`config.mk`:
```
export PLATFORM = sky130hd
export DESIGN_NAME = mux_scan_ctrl_flat
export DESIGN_NICKNAME = d
export VERILOG_FILES = /design/src/rtl/scan_pkg.sv /design/src/rtl/mux_scan_ctrl_if.sv /design/src/rtl/scan_prescaler.sv /design/src/rtl/mux_scan_ctrl.sv /design/src/flat_wrapper.sv
export SDC_FILE = /design/constraint.sdc
export NUM_CORES = 1
export LEC_CHECK = 0
export BUFFER_PORTS_ARGS = -buffer_cell sky130_fd_sc_hd__buf_2
export CORE_MARGIN = 2
export CORE_UTILIZATION = 30
export DETAILED_ROUTE_END_ITERATION = 12
export MAX_ROUTING_LAYER = met4
export PLACE_DENSITY = 0.45
export SYNTH_ARGS = -nofsm -noshare
export SYNTH_HDL_FRONTEND = slang
export SYNTH_SLANG_ARGS = --single-unit
```
`constraint.sdc`:
```
create_clock -name clk -period 1.7 [get_ports clk]
set_input_delay 0.34 -clock clk [delete_from_list [all_inputs] [get_ports clk]]
set_output_delay 0.34 -clock clk [all_outputs]
set_load 0.05 [all_outputs]
```
`src/rtl/scan_pkg.sv`:
```
// scan_pkg: shared state encoding, channel count and strobe helpers for the scan controller
package scan_pkg;
  localparam int NCH = 4;
  localparam logic [1:0] ST_IDLE = 2'd0;
  localparam logic [1:0] ST_BLANK = 2'd1;
  localparam logic [1:0] ST_SHOW = 2'd2;
  localparam logic [NCH-1:0] AN_OFF = 4'b1111;
  function automatic logic [NCH-1:0] an_code(input logic [1:0] sel);
    return ~(NCH'(1) << sel);
  endfunction
endpackage

```
`src/rtl/mux_scan_ctrl_if.sv`:
```
// mux_scan_ctrl_if: scan control inputs and mux/display outputs of the scan controller
interface mux_scan_ctrl_if;
  import scan_pkg::*;
  logic run;
  logic [NCH-1:0] mask;
  logic [1:0] sel;
  logic mux_en;
  logic [NCH-1:0] an;
  logic tick;
  modport master(output run, mask, input sel, mux_en, an, tick);
  modport slave(input run, mask, output sel, mux_en, an, tick);
endinterface

```
`src/rtl/scan_prescaler.sv`:
```
// scan_prescaler: slot counter 0..DIV-1 with clear and last-cycle pulse
module scan_prescaler #(
  parameter int DIV = 50000,
  parameter int PW = $clog2(DIV)
) (
  input  logic          clk,
  input  logic          rst,
  input  logic          clr_i,
  output logic [PW-1:0] pcnt_o,
  output logic          last_o
);
  logic [PW-1:0] pcnt_q, pcnt_d;
  assign last_o = pcnt_q == PW'(DIV - 1);
  assign pcnt_d = (clr_i || last_o) ? '0 : pcnt_q + 1'b1;
  assign pcnt_o = pcnt_q;
  always_ff @(posedge clk) pcnt_q <= rst ? '0 : pcnt_d;
endmodule

```
`src/rtl/mux_scan_ctrl.sv`:
```
// mux_scan_ctrl: rotating channel select and digit strobes; SCAN_BLANK_EN adds a settle-blank window per slot
module mux_scan_ctrl
  import scan_pkg::*;
#(
  parameter int DIV = 50000,
  parameter int BLANK = 16
) (
  input logic           clk,
  input logic           rst,
  mux_scan_ctrl_if.slave bus
);
  localparam int PW = $clog2(DIV);
  localparam logic [PW-1:0] DIV_LAST = PW'(DIV - 1);
`ifdef SCAN_BLANK_EN
  localparam logic [PW-1:0] BL_LAST = PW'(BLANK - 1);
  localparam logic [1:0] ST_FIRST = (BLANK == 0) ? ST_SHOW : ST_BLANK;
`else
  localparam logic [1:0] ST_FIRST = ST_SHOW;
`endif
  if (DIV < 2 || BLANK >= DIV) begin : g_bad_cfg
    $error("mux_scan_ctrl: DIV must be >= 2 and BLANK < DIV");
  end
  logic [1:0] state_q, state_d;
  logic [1:0] sel_q, sel_d;
  logic mux_en_q, tick_q, tick_d, show_d, last, clr;
  logic [NCH-1:0] an_q;
  logic [PW-1:0] pcnt;
  assign clr = !bus.run || state_q == ST_IDLE;
  scan_prescaler #(.DIV(DIV)) u_pre (
    .clk   (clk),
    .rst   (rst),
    .clr_i (clr),
    .pcnt_o(pcnt),
    .last_o(last)
  );
  always_comb begin
    state_d = state_q;
    sel_d = sel_q;
    if (!bus.run) begin
      state_d = ST_IDLE;
      sel_d = '0;
    end else if (state_q == ST_IDLE) begin
      state_d = ST_FIRST;
    end else if (last) begin
      state_d = ST_FIRST;
      sel_d = sel_q + 2'd1;
`ifdef SCAN_BLANK_EN
    end else if (state_q == ST_BLANK && pcnt == BL_LAST) begin
      state_d = ST_SHOW;
`endif
    end
  end
  // outputs are registered from next state so sel and enable always move together
  assign show_d = state_d == ST_SHOW && !bus.mask[sel_d];
  assign tick_d = state_d != ST_IDLE && (state_q == ST_IDLE || pcnt == DIV_LAST);
  always_ff @(posedge clk) begin
    if (rst) begin
      state_q <= ST_IDLE;
      sel_q <= '0;
      mux_en_q <= 1'b1;
      an_q <= AN_OFF;
      tick_q <= 1'b0;
    end else begin
      state_q <= state_d;
      sel_q <= sel_d;
      mux_en_q <= !show_d;
      an_q <= show_d ? an_code(sel_d) : AN_OFF;
      tick_q <= tick_d;
    end
  end
  assign bus.sel = sel_q;
  assign bus.mux_en = mux_en_q;
  assign bus.an = an_q;
  assign bus.tick = tick_q;
endmodule

```
`src/flat_wrapper.sv`:
```
// flat-port wrapper written by rule: the top's interface ports become plain ports
module mux_scan_ctrl_flat import scan_pkg::*;
#(
  parameter int DIV = 50000,
  parameter int BLANK = 16
)
  (clk, rst, bus_run, bus_mask, bus_sel, bus_mux_en, bus_an, bus_tick);
  mux_scan_ctrl_if bus_i ();
  input logic clk;
  input logic rst;
  input wire logic [$bits(bus_i.run)-1:0] bus_run;
  input wire logic [$bits(bus_i.mask)-1:0] bus_mask;
  output wire logic [$bits(bus_i.sel)-1:0] bus_sel;
  output wire logic [$bits(bus_i.mux_en)-1:0] bus_mux_en;
  output wire logic [$bits(bus_i.an)-1:0] bus_an;
  output wire logic [$bits(bus_i.tick)-1:0] bus_tick;
  assign bus_i.run = bus_run;
  assign bus_i.mask = bus_mask;
  assign bus_sel = bus_i.sel;
  assign bus_mux_en = bus_i.mux_en;
  assign bus_an = bus_i.an;
  assign bus_tick = bus_i.tick;
  mux_scan_ctrl #(.DIV(DIV), .BLANK(BLANK)) u_core (.clk(clk), .rst(rst), .bus(bus_i));
endmodule
```
Yosys cells after proc, flatten, opt, wreduce, memory -nomap -nowiden
Index checks and enable logic that the tools add are counted.

Flip-flop bits (word level): 26. Bits in latches: 0. RAM bits: 0. Memory bits (read-only): 0. Input port bits: 7. Output and inout port bits: 8. Logic and storage cells: 34. Memories kept: 0.

Add/sub/neg operators: 2. $mul: 0. Div/mod/pow operators: 0. Magnitude comparators: 1. Eq/ne operators: 2. Shift-type cells: 1. Muxes and demuxes: 8. Bitwise operators: 2. Reductions and logical operators: 12.

Operator list (count): 16-bit by 1-bit adder with 16-bit output (second input constant) (1); 16-bit == test (second input constant) (1); 2-bit two-way mux (6); 4-bit NOT (1); 2-bit OR reduction (2); 1-bit by 2-bit << shifter with 4-bit output (first input constant) (1); 1-bit logical NOT (3); 1-bit logical OR (3); 2-bit by 3-bit < comparator with 1-bit output (second input constant) (1); 2-bit by 1-bit adder with 2-bit output (second input constant) (1); 1-bit binary-select mux with 2-bit select (1); 2-bit == test (second input constant) (1); 1-bit logical AND (2); 2-bit logical NOT (1); 2-bit nonzero test (1); 1-bit two-way mux (1); 1-bit NOT (1).

Longest topological paths before layout
Gate-level depths: netlist of run 1.

Depth in word-level cells: 10. Gate-level depth with buffers: 7. Gate-level depth less buffers: 6.

Modules after synthesis
A second synthesis of run 1 with hierarchy kept.

Cell total of the unflattened synthesis: 132. Area total of the unflattened synthesis: 1191.1 µm².

By module, submodules not included: scan_prescaler (instances 1, cells an instance 80, area an instance 720.7 µm², sequential area each 320.3 µm²); mux_scan_ctrl (instances 1, cells an instance 52, area an instance 470.5 µm², sequential area each 200.2 µm²).

Least setup slack after synthesis of run 1
OpenSTA, ideal clock, no wires.

Path type: register to register. Start point: register u_core.u_pre.pcnt_q[0], in the netlist u_core.u_pre.pcnt_o[0]. End point: register u_core.u_pre.pcnt_q[10], in the netlist u_core.u_pre.pcnt_o[10]. Arrival time: 1.644 ns. Slack: -0.007 ns. Stages on the path, launching flop included: 8. Buffers on the path: 2. Period minus slack after synthesis: 1.707 ns. Cell sequence: dfxtp_1 -> ha_1 -> and3_4 -> and4_4 -> or3_1 -> buf_6 -> buf_6 -> nor2_1.

Longest elaborated chain between the ends: 3.

Ends and longest elaborated chain: from (decl) (RTL line scan_prescaler.sv:12) `logic [PW-1:0] pcnt_q, pcnt_d;`; from (signal assigned) (RTL line scan_prescaler.sv:16) `always_ff @(posedge clk) pcnt_q <= rst ? '0 : pcnt_d;`; parallel branches: the longest is 3 deep, another holds 16-bit by 1-bit adder with 16-bit output.

Parallel ways; which one is timed is not known. A chain may end at the register's enable or synchronous reset.

Final worst setup path of run 1
Start point: register u_core.u_pre.pcnt_q[11], in the netlist u_core.u_pre.pcnt_o[11]. End point: register u_core.an_q[1], in the netlist u_core.bus.an[1].

Longest elaborated chain between the ends: 10.

Ends and longest elaborated chain: 16-bit == test (*) (RTL line scan_prescaler.sv:13) `assign last_o = pcnt_q == PW'(DIV - 1);`; 2-bit two-way mux (RTL line mux_scan_ctrl.sv:44) `end else if (last) begin`; 2-bit two-way mux (RTL line mux_scan_ctrl.sv:42) `end else if (state_q == ST_IDLE) begin`; 2-bit two-way mux (RTL line mux_scan_ctrl.sv:39) `if (!bus.run) begin`; 1-bit binary-select mux with 2-bit select (RTL line mux_scan_ctrl.sv:54) `assign show_d = state_d == ST_SHOW && !bus.mask[sel_d];`; 1-bit two-way mux (not written as such) (RTL line mux_scan_ctrl.sv:54); 1-bit logical NOT (RTL line mux_scan_ctrl.sv:54); 1-bit logical AND (RTL line mux_scan_ctrl.sv:54); 1-bit NOT (no line); 2-bit OR reduction (no line); to (signal assigned) (RTL line mux_scan_ctrl.sv:67) `an_q <= show_d ? an_code(sel_d) : AN_OFF;`; to (decl) (RTL line mux_scan_ctrl.sv:26) `logic [NCH-1:0] an_q;`.

Mark *: on every way between the ends. The rest lies on a longest branch, timed or not. The select of a mux whose other input is x is not followed.

==> results by group, run 1 <==
Outcome
  • Status: completed

STA
  • Slew @ Worst Pin: 0.364 ns
  • Slew Viols, Final: 0
  • Slew headroom: 0.757
  • Final setup viols: 0
  • Fmax: 602 MHz
  • Unrepaired setup endpoints after global routing: yes
  • Layout Skew: 0.00351 ns
  • PnR worst setup slack: 0.0385 ns
  • Final period utilization: 0.977
  • Setup TNS: 0 ns
  • Final Hold Viols: 0
  • Period minus WS final: 1.66 ns

Logic synthesis
  • Synth cell types: 36
  • Top cells by count, synth: dfxtp_1 (26), nor2_1 (22), xor2_1 (12)
  • Most frequent cell after synthesis: dfxtp_1
  • Post-synth EDFFs: 0
  • Netlist Area Pre-Place: 1200 sq um
  • Yosys synthesis warning count: 0
  • Top_reg_cell synth: dfxtp_1
  • Synth top area cells: dfxtp_1 (43%), xor2_1 (8.8%), nor2_1 (6.9%), nand3_1 (4.2%), nand4_1 (2.6%)
  • Post-synth ARST share: 0
  • Synth Instances: 132
  • Yosys top cell by area: dfxtp_1
  • Yosys top cell area share: 0.434
  • Syn Area/Cell: 9.09 sq um
  • #FFs+latches synth: 26
  • Register area share after synthesis: 0.434
  • Synth Net Count: 140

Drt
  • DR vias/cell: 4.78
  • Drt drc: 0
  • DR vias: 1018
  • DRT Pass-1 Iters: 4
  • Routed WL: 2480 um
  • Antenna Nets Post-Route: 0
  • Post-DR wirelength/cell: 11.6 um
  • Initial DRC Count: 33

Hold path
  • Worst hold path class: in -> reg

Job
  • Max Cap Viol: 0

Setup path
  • Critical Path RT: 1.85 ns
  • Crit path arrival time: 1.81 ns
  • Critical path type: reg -> reg
  • Crit path launch type: flip-flop
  • Nature of the critical path endpoint: flip-flop
  • Max Fanout on Critical Path: 6

Floorplanning
  • Die X: 67.2 um
  • Core area: 3740 sq um
  • Placement row count: 22
  • I/O pins: 15
  • Die Span Y: 67.2 um
  • Initial core utilization: 0.321
  • DIE AREA: 4520 sq um

GRT
  • Tot GR Track Use: 0.134
  • Remaining Overflow, GRT: 0
  • Antenna violations before repair: 0
  • Number of global-route vias before repair: 991
  • Largest net degree at the start of global routing: 17
  • First-pass GRT wire length: 4460 um

Power
  • Pwr Density: 660 nW/um^2
  • Peak supply drop: 0.000252 V
  • Lkg Pwr: 0.583 nW

Clocking
  • Cts hold-fix bufs: 0
  • CTS H-tree lvls: 1
  • Post-CTS Setup Bufs: 0
  • Clk Latency, worst-skew pair: 0.27 ns
  • Clock Tree Root: clkbuf_8
  • CTS tree: done
  • Reg clk slew, reported paths: 0.09 ns
  • CTS sink cnt: 26
  • TritonCTS Buffers: 3
  • CTS Buffer Depth: 2

Place
  • Post-place instance area: 1460 sq um
  • Pre-CTS setup slack: -0.0619 ns
  • Global placer's final weighted congestion: 0.825
  • I/O Buffers: 14
  • Post-DP HPWL: 1840 um

Final layout
  • Area growth syn-to-layout: 27.5%
  • Fillers: 418
  • Layout Nets: 175
  • Number of diodes: 0
  • Share of layout cells above drive strength 1: 0.315
  • Fin area: 1530 sq um
[worst max-delay path, cell delays in order, from the launching register on]
cell and delay [ns]:
dfxtp_2 0.34, nor4b_4 0.28, buf_4 0.15, nand4_1 0.09, buf_6 0.16, mux2i_1 0.10, and3b_4 0.32, nand4b_1 0.09
[per-stage QoR]
| step | util | hold slack [ns] | total power [mW] | instances |
|---|---|---|---|---|
| floorplan | - | 0.412 | 0.665 | 132 |
| global placement | 0.389 | 0.475 | 0.681 | 210 |
| detailed placement | 0.389 | 0.476 | 0.682 | 210 |
| CTS | 0.405 | 0.233 | 1.03 | 213 |
| global route | 0.409 | 0.234 | 1.06 | 213 |
| finish | 0.409 | 0.237 | 1.01 | 213 |
[final cells by class]
class | count | area (sq um) | area share
clock buffer | 3 | 41.3 | 0.0270
inverter | 4 | 15.0 | 0.00981
multi-input combinational | 97 | 658 | 0.430
sequential | 26 | 524 | 0.343
tap | 48 | 60.1 | 0.0392
timing repair buffer | 35 | 231 | 0.151
[where the power goes]
group / switching [mW] / internal (mW)
Combinational: 0.0342 / 0.0176
Clock: 0.185 / 0.159
Sequential: 0.00162 / 0.613
Total: 0.221 / 0.790
[cell usage in the layout (no fill, tap or decap), drive strengths merged, types with 2 or more instances in the layout]
cell / instances
o211ai: 2
nor4bb: 2
nand2: 7
o21ai: 4
and3: 4
nand3: 10
and4: 4
clkbuf: 3
nand4: 5
xnor2: 3
inv: 4
a21oi: 4
nor2b: 3
nand4b: 2
buf: 35
dfxtp: 26
xor2: 12
nor2: 22
[final timing paths]
kind                                 from                end  slack, ns  cells past startpoint
setup / recovery  u_core.u_pre.pcnt_o[11]   u_core.bus.an[1]       0.04                      7
hold / removal                        rst  u_core.bus.sel[0]       0.24                      2
setup reg to reg  u_core.u_pre.pcnt_o[11]   u_core.bus.an[1]       0.04                      7
hold reg to reg         u_core.state_q[1]  u_core.state_q[1]       0.49                      2
[flip-flops by register name (all words and copies together), names as in the netlist]
signal and count:
u_core.state_q 2, u_core.bus.mux_en 1, u_core.bus.sel 2, u_core.bus.an 4, u_core.bus.tick 1, u_core.u_pre.pcnt_o 16
[logic make-up after synthesis]
family,count (synthesis),synth area share
AND/OR/NAND/NOR,66,0.325
flip-flops,26,0.434
buffers and inverters,9,0.0407
multiplexers,2,0.0177
adder cells (fa/ha/maj),1,0.0104
AO/OA/AOI/OAI,13,0.0626
XOR/XNOR,15,0.109
[timing repair]
item,4_1_cts,5_1_grt
pin swaps,1,2
resized for setup,4,4
cloned,0,0
endpoints found under the setup margin,5,23
[layer usage]
metal	global-route usage	share of wire	wire length [um]
met2	0.210	0.46	1140
met1	0.166	0.48	1190
met4	0.0765	0.023	57
met5	-	0	0
met3	0.0150	0.035	86
(Power assumes the default switching activity.)
==> run 2: changes to the inputs <==
BUFFER_PORTS_ARGS = not set   (was -buffer_cell sky130_fd_sc_hd__buf_2)
DONT_BUFFER_PORTS = 1   (was not set)
PLACE_DENSITY = 0.42   (was 0.45)
==> results by group, run 2 (synthesis gave the netlist of run 1 again) <==
Outcome
  • Status: completed

Hold path
  • Worst hold start: rst
  • WHS Path Cells: 1
  • WHS Endpoint: u_core.bus.sel[0]
  • Worst hold path class: in -> reg

Setup path
  • Reg2reg end: u_core.bus.an[2]
  • Crit path launch type: flip-flop
  • Critical Path RT: 1.85 ns
  • Reg2reg path depth: 6
  • Nature of the critical path endpoint: flip-flop
  • Critical path type: reg -> reg
  • R2R setup slack: 0.09 ns
  • Critical Path Source: u_core.u_pre.pcnt_o[10]
  • Max Fanout on Critical Path: 6
  • Reg2reg start: u_core.u_pre.pcnt_o[10]
  • Crit path arrival time: 1.76 ns

GRT
  • Global route hottest layer: met2
  • Largest net degree at the start of global routing: 17
  • Antenna violations before repair: 0
  • First-pass GRT wire length: 4210 um
  • Grt met1 use: 0.171
  • Grt met3 use: 0.0383
  • Remaining Overflow, GRT: 0
  • Tot GR Track Use: 0.127
  • Number of global-route vias before repair: 899
  • Met2 usage: 0.178

Final layout
  • Fillers: 416
  • Number of diodes: 0
  • Most frequent cells in the layout: nor2_1 (22), dfxtp_1 (22), buf_4 (21)
  • Flip-flop count of the largest register after layout: 16
  • Multi-input logic area: 648 sq um
  • Layout Nets: 161
  • Sequential Area: 526 sq um
  • Area growth syn-to-layout: 21.8%
  • Share of layout cells above drive strength 1: 0.257

Drt
  • Post-DR wirelength/cell: 12.3 um
  • Routed WL: 2470 um
  • DRT Pass-1 Iters: 4
  • Initial DRC Count: 54
  • Drt drc: 0
  • DR vias: 966
  • DR vias/cell: 4.83
  • Antenna Nets Post-Route: 0

STA
  • Final period utilization: 0.946
  • Unrepaired setup endpoints after global routing: no
  • Fmax: 622 MHz
  • Slew Viols, Final: 0
  • Layout Skew: 0.00417 ns
  • Slew @ Worst Pin: 0.492 ns
  • Slew headroom: 0.672
  • Final Hold Viols: 0
  • Setup TNS: 0 ns
  • Period minus WS final: 1.61 ns
  • Final setup viols: 0

Clocking
  • Clock Tree Root: clkbuf_8
  • Cts hold-fix bufs: 0
  • TritonCTS Buffers: 3
  • Reg clk slew, reported paths: 0.09 ns
  • CTS Buffer Depth: 2
  • Clk Latency, worst-skew pair: 0.27 ns
  • CTS tree: done
  • CTS sink cnt: 26
  • CTS H-tree lvls: 1

Floorplanning
  • Placement row count: 22
  • Core area: 3740 sq um
  • Initial core utilization: 0.321
  • DIE AREA: 4520 sq um
  • I/O pins: 15
  • Die Span Y: 67.2 um
  • Die X: 67.2 um

Power
  • Net Switching: 0.219 mW
  • Comb pwr share: 0.027
  • Peak supply drop: 0.000528 V
  • Switch share: 0.208
  • Pwr Density: 718 nW/um^2
  • Lkg Pwr: 0.535 nW
  • Reg power frac: 0.598
  • Tot Pwr: 1.05 mW
  • Clock power share: 0.375
  • P_int: 0.831 mW

Place
  • I/O Buffers: 0
  • Post-DP HPWL: 1860 um
  • Global placer's final weighted congestion: 0.844

Job
  • Max Cap Viol: 0
==> run 2: changes by cell type in the layout (fill, tap and decap cells not counted), sizes merged <==
| cell | before | now |
|---|---|---|
| clkbuf | 3 | 4 |
| buf | 35 | 21 |
==> run 2: power groups by stage <==
stage / Sequential (mW) / Combinational (mW) / Clock [mW]
2_1_floorplan: 0.641 / 0.0234 / 0
3_3_place_gp: 0.642 / 0.0285 / 0
3_5_place_dp: 0.642 / 0.0282 / 0
4_1_cts: 0.628 / 0.0284 / 0.413
5_1_grt: 0.628 / 0.0312 / 0.436
6_report: 0.627 / 0.0285 / 0.394
==> run 2: critical path, stage by stage (launching register included) <==
cell and delay, ns:
dfxtp_2 0.35, nor4bb_4 0.31, nand4_1 0.12, buf_4 0.17, mux2i_1 0.11, and3b_4 0.33, nand4b_1 0.10
==> run 2: timing repair <==
| action | CTS | global route |
|---|---|---|
| pin swaps | 1 | 1 |
| buffers inserted | 1 | 0 |
| endpoints found under the setup margin | 5 | 6 |
| resized for setup | 0 | 6 |
| hold endpoints to repair | 0 | 0 |
==> run 2: how the worst max path moves through the flow <==
stage                        endpoint  slack [ns]  cells after the start
floorplan           u_core.bus.mux_en        0.01                      6
global placement     u_core.bus.an[0]       -0.02                      5
detailed placement   u_core.bus.an[2]       -0.09                      5
CTS                  u_core.bus.an[2]       0.005                      6
global route         u_core.bus.an[1]       0.006                      6
finish               u_core.bus.an[2]        0.09                      6
==> run 2: metal layers <==
| metal | up-vias | part of all wire |
|---|---|---|
| met2 | 20 | 0.44 |
| met4 | 0 | 0.0085 |
| met5 | - | 0 |
| li1 | 498 | - |
| met1 | 446 | 0.50 |
| met3 | 2 | 0.045 |
==> run 2: cell type report <==
type                            count  share of cell area
Inverter                            4              0.0103
Multi-Input combinational cell     97               0.443
Clock buffer                        4              0.0377
Tap cell                           48              0.0411
Timing Repair Buffer               21               0.108
Sequential cell                    26               0.360
==> run 2: stage by stage <==
| step | hold slack (ns) | area, sq um | setup WS, ns | std cells | utilization |
|---|---|---|---|---|---|
| 2_1_floorplan | 0.412 | 1200 | 0.0113 | 132 | - |
| 3_3_place_gp | 0.416 | 1380 | -0.0180 | 195 | 0.368 |
| 3_5_place_dp | 0.414 | 1380 | -0.0896 | 195 | 0.368 |
| 4_1_cts | 0.119 | 1440 | 0.00464 | 200 | 0.385 |
| 5_1_grt | 0.117 | 1460 | 0.00615 | 200 | 0.390 |
| 6_report | 0.128 | 1460 | 0.0925 | 200 | 0.390 |
==> run 3: changes to the inputs <==
CELL_PAD_IN_SITES_DETAIL_PLACEMENT = 1   (was not set)
CELL_PAD_IN_SITES_GLOBAL_PLACEMENT = 2   (was not set)
PLACE_DENSITY = 0.63   (was 0.42)
==> results by group, run 3 (synthesis gave the netlist of run 1 again) <==
STA
  • Slew @ Worst Pin: 0.500 ns
  • Final period utilization: 0.949
  • Final Hold Viols: 0
  • PnR worst setup slack: 0.0859 ns
  • Period minus WS final: 1.61 ns
  • Unrepaired setup endpoints after global routing: yes
  • Fmax: 620 MHz
  • Layout Skew: 0.00885 ns
  • Final setup viols: 0
  • Slew Viols, Final: 0
  • Slew headroom: 0.666

Final layout
  • Flip-flop count of the largest register after layout: 16
  • Area growth syn-to-layout: 25.2%
  • Most frequent cells in the layout: nor2_1 (22), buf_4 (19), dfxtp_1 (19)
  • Most common cell after layout, fill and taps aside: nor2_1
  • Number of diodes: 0
  • Post-layout util: 0.401
  • Fin area: 1500 sq um
  • Layout Nets: 161
  • Share of layout cells above drive strength 1: 0.283

Setup path
  • Crit path arrival time: 1.77 ns
  • Nature of the critical path endpoint: flip-flop
  • Critical path type: reg -> reg
  • Worst path top cell family by delay: simple AND/OR/NAND/NOR gates
  • Bufs and invs on worst path: 1
  • Slowest-stage cell, CP: dfxtp_2
  • Crit path launch type: flip-flop
  • CP Cell Sequence: ha_2 > and3_4 > nand4_1 > buf_6 > mux2i_1 > and3b_4 > o211ai_1
  • Max Fanout on Critical Path: 6
  • Slowest cell delay on critical path: 0.34 ns
  • Critical Path RT: 1.86 ns

Floorplanning
  • I/O pins: 15
  • Initial core utilization: 0.321
  • Die Span Y: 67.2 um
  • Core area: 3740 sq um
  • DIE AREA: 4520 sq um
  • Placement row count: 22
  • Die X: 67.2 um

GRT
  • Largest net degree at the start of global routing: 17
  • Remaining Overflow, GRT: 0
  • First-pass GRT wire length: 4780 um
  • Number of global-route vias before repair: 1006
  • Tot GR Track Use: 0.149
  • Antenna violations before repair: 0

Outcome
  • Status: completed

Power
  • Clock power share: 0.438
  • P_int: 0.942 mW
  • Tot Pwr: 1.17 mW
  • Switch share: 0.197
  • Reg power frac: 0.535
  • Comb pwr share: 0.027
  • Pwr Density: 780 nW/um^2
  • Net Switching: 0.231 mW
  • Peak supply drop: 0.000408 V
  • Lkg Pwr: 0.555 nW

Place
  • Post-DP HPWL: 2100 um
  • I/O Buffers: 0
  • Global placer's final weighted congestion: 0.798
  • Pre-CTS setup slack: -0.0409 ns
  • Post-place instance area: 1400 sq um

Clocking
  • Post-CTS Setup Bufs: 0
  • CTS Buffer Depth: 2
  • TritonCTS Buffers: 3
  • CTS sink cnt: 26
  • Reg clk slew, reported paths: 0.10 ns
  • CTS H-tree lvls: 1
  • Clock Tree Root: clkbuf_8
  • CTS tree: done
  • Clk Latency, worst-skew pair: 0.27 ns

Drt
  • Antenna Nets Post-Route: 0
  • Initial DRC Count: 14
  • DR vias: 966
  • Routed WL: 2780 um
  • DR vias/cell: 4.83
  • Post-DR wirelength/cell: 13.9 um
  • DRT Pass-1 Iters: 4
  • Drt drc: 0

Hold path
  • Worst hold path class: in -> reg

Job
  • Max Cap Viol: 0
run 3: worst register-to-register path, cell delays in order, from the launching register on:
cell      delay [ns]
dfxtp_2         0.34
ha_2            0.18
and3_4          0.20
nand4_1         0.10
buf_6           0.16
mux2i_1         0.10
and3b_4         0.33
o211ai_1        0.09
run 3: per-layer routing:
layer / wire length (um) / global-route usage / vias to the layer above
met3: 93 / 0.0250 / 4
met1: 1380 / 0.204 / 453
li1: - / - / 495
met5: 0 / - / -
met4: 47 / 0.0638 / 0
met2: 1260 / 0.218 / 14
run 3: worst paths after layout:
| path | depth (start not counted) | endpoint | from | slack, ns |
|---|---|---|---|---|
| max reg2reg | 7 | u_core.bus.mux_en | u_core.u_pre.pcnt_o[0] | 0.09 |
| max | 7 | u_core.bus.mux_en | u_core.u_pre.pcnt_o[0] | 0.09 |
| min reg2reg | 2 | u_core.state_q[1] | u_core.state_q[1] | 0.50 |
| min | 1 | u_core.bus.sel[0] | rst | 0.12 |
run 3: power groups by stage:
stage	clock network, mW	logic, mW	registers [mW]
5_1_grt	0.562	0.0360	0.628
4_1_cts	0.533	0.0315	0.627
2_1_floorplan	0	0.0234	0.641
6_report	0.514	0.0314	0.627
3_3_place_gp	0	0.0306	0.642
3_5_place_dp	0	0.0313	0.642
run 3: what timing repair did:
item / 4_1_cts / 5_1_grt
gates resized for setup: 2 / 9
endpoints found under the hold margin: 0 / 0
pin swaps: 0 / 3
hold buffers: 0 / 0
endpoints found under the setup margin: 5 / 7
run 3: layout make-up:
type                    instances  area, sq um
clock buffers                   3         41.3
inverters                       4         15.0
clock inverters                 1         30.0
repair buffers                 21          174
flip-flops and latches         26          529
fillers                       467         2240
well taps                      48         60.1
multi-input cells              97          653
run 3: metrics by stage:
step                      hold WS [ns]  TNS (ns)  instances
after global placement           0.420         0        196
after floorplan                  0.412         0        132
after CTS                        0.111         0        200
after global routing            0.0997    -0.165        200
after detailed placement         0.415    -0.168        196
final                            0.121         0        200
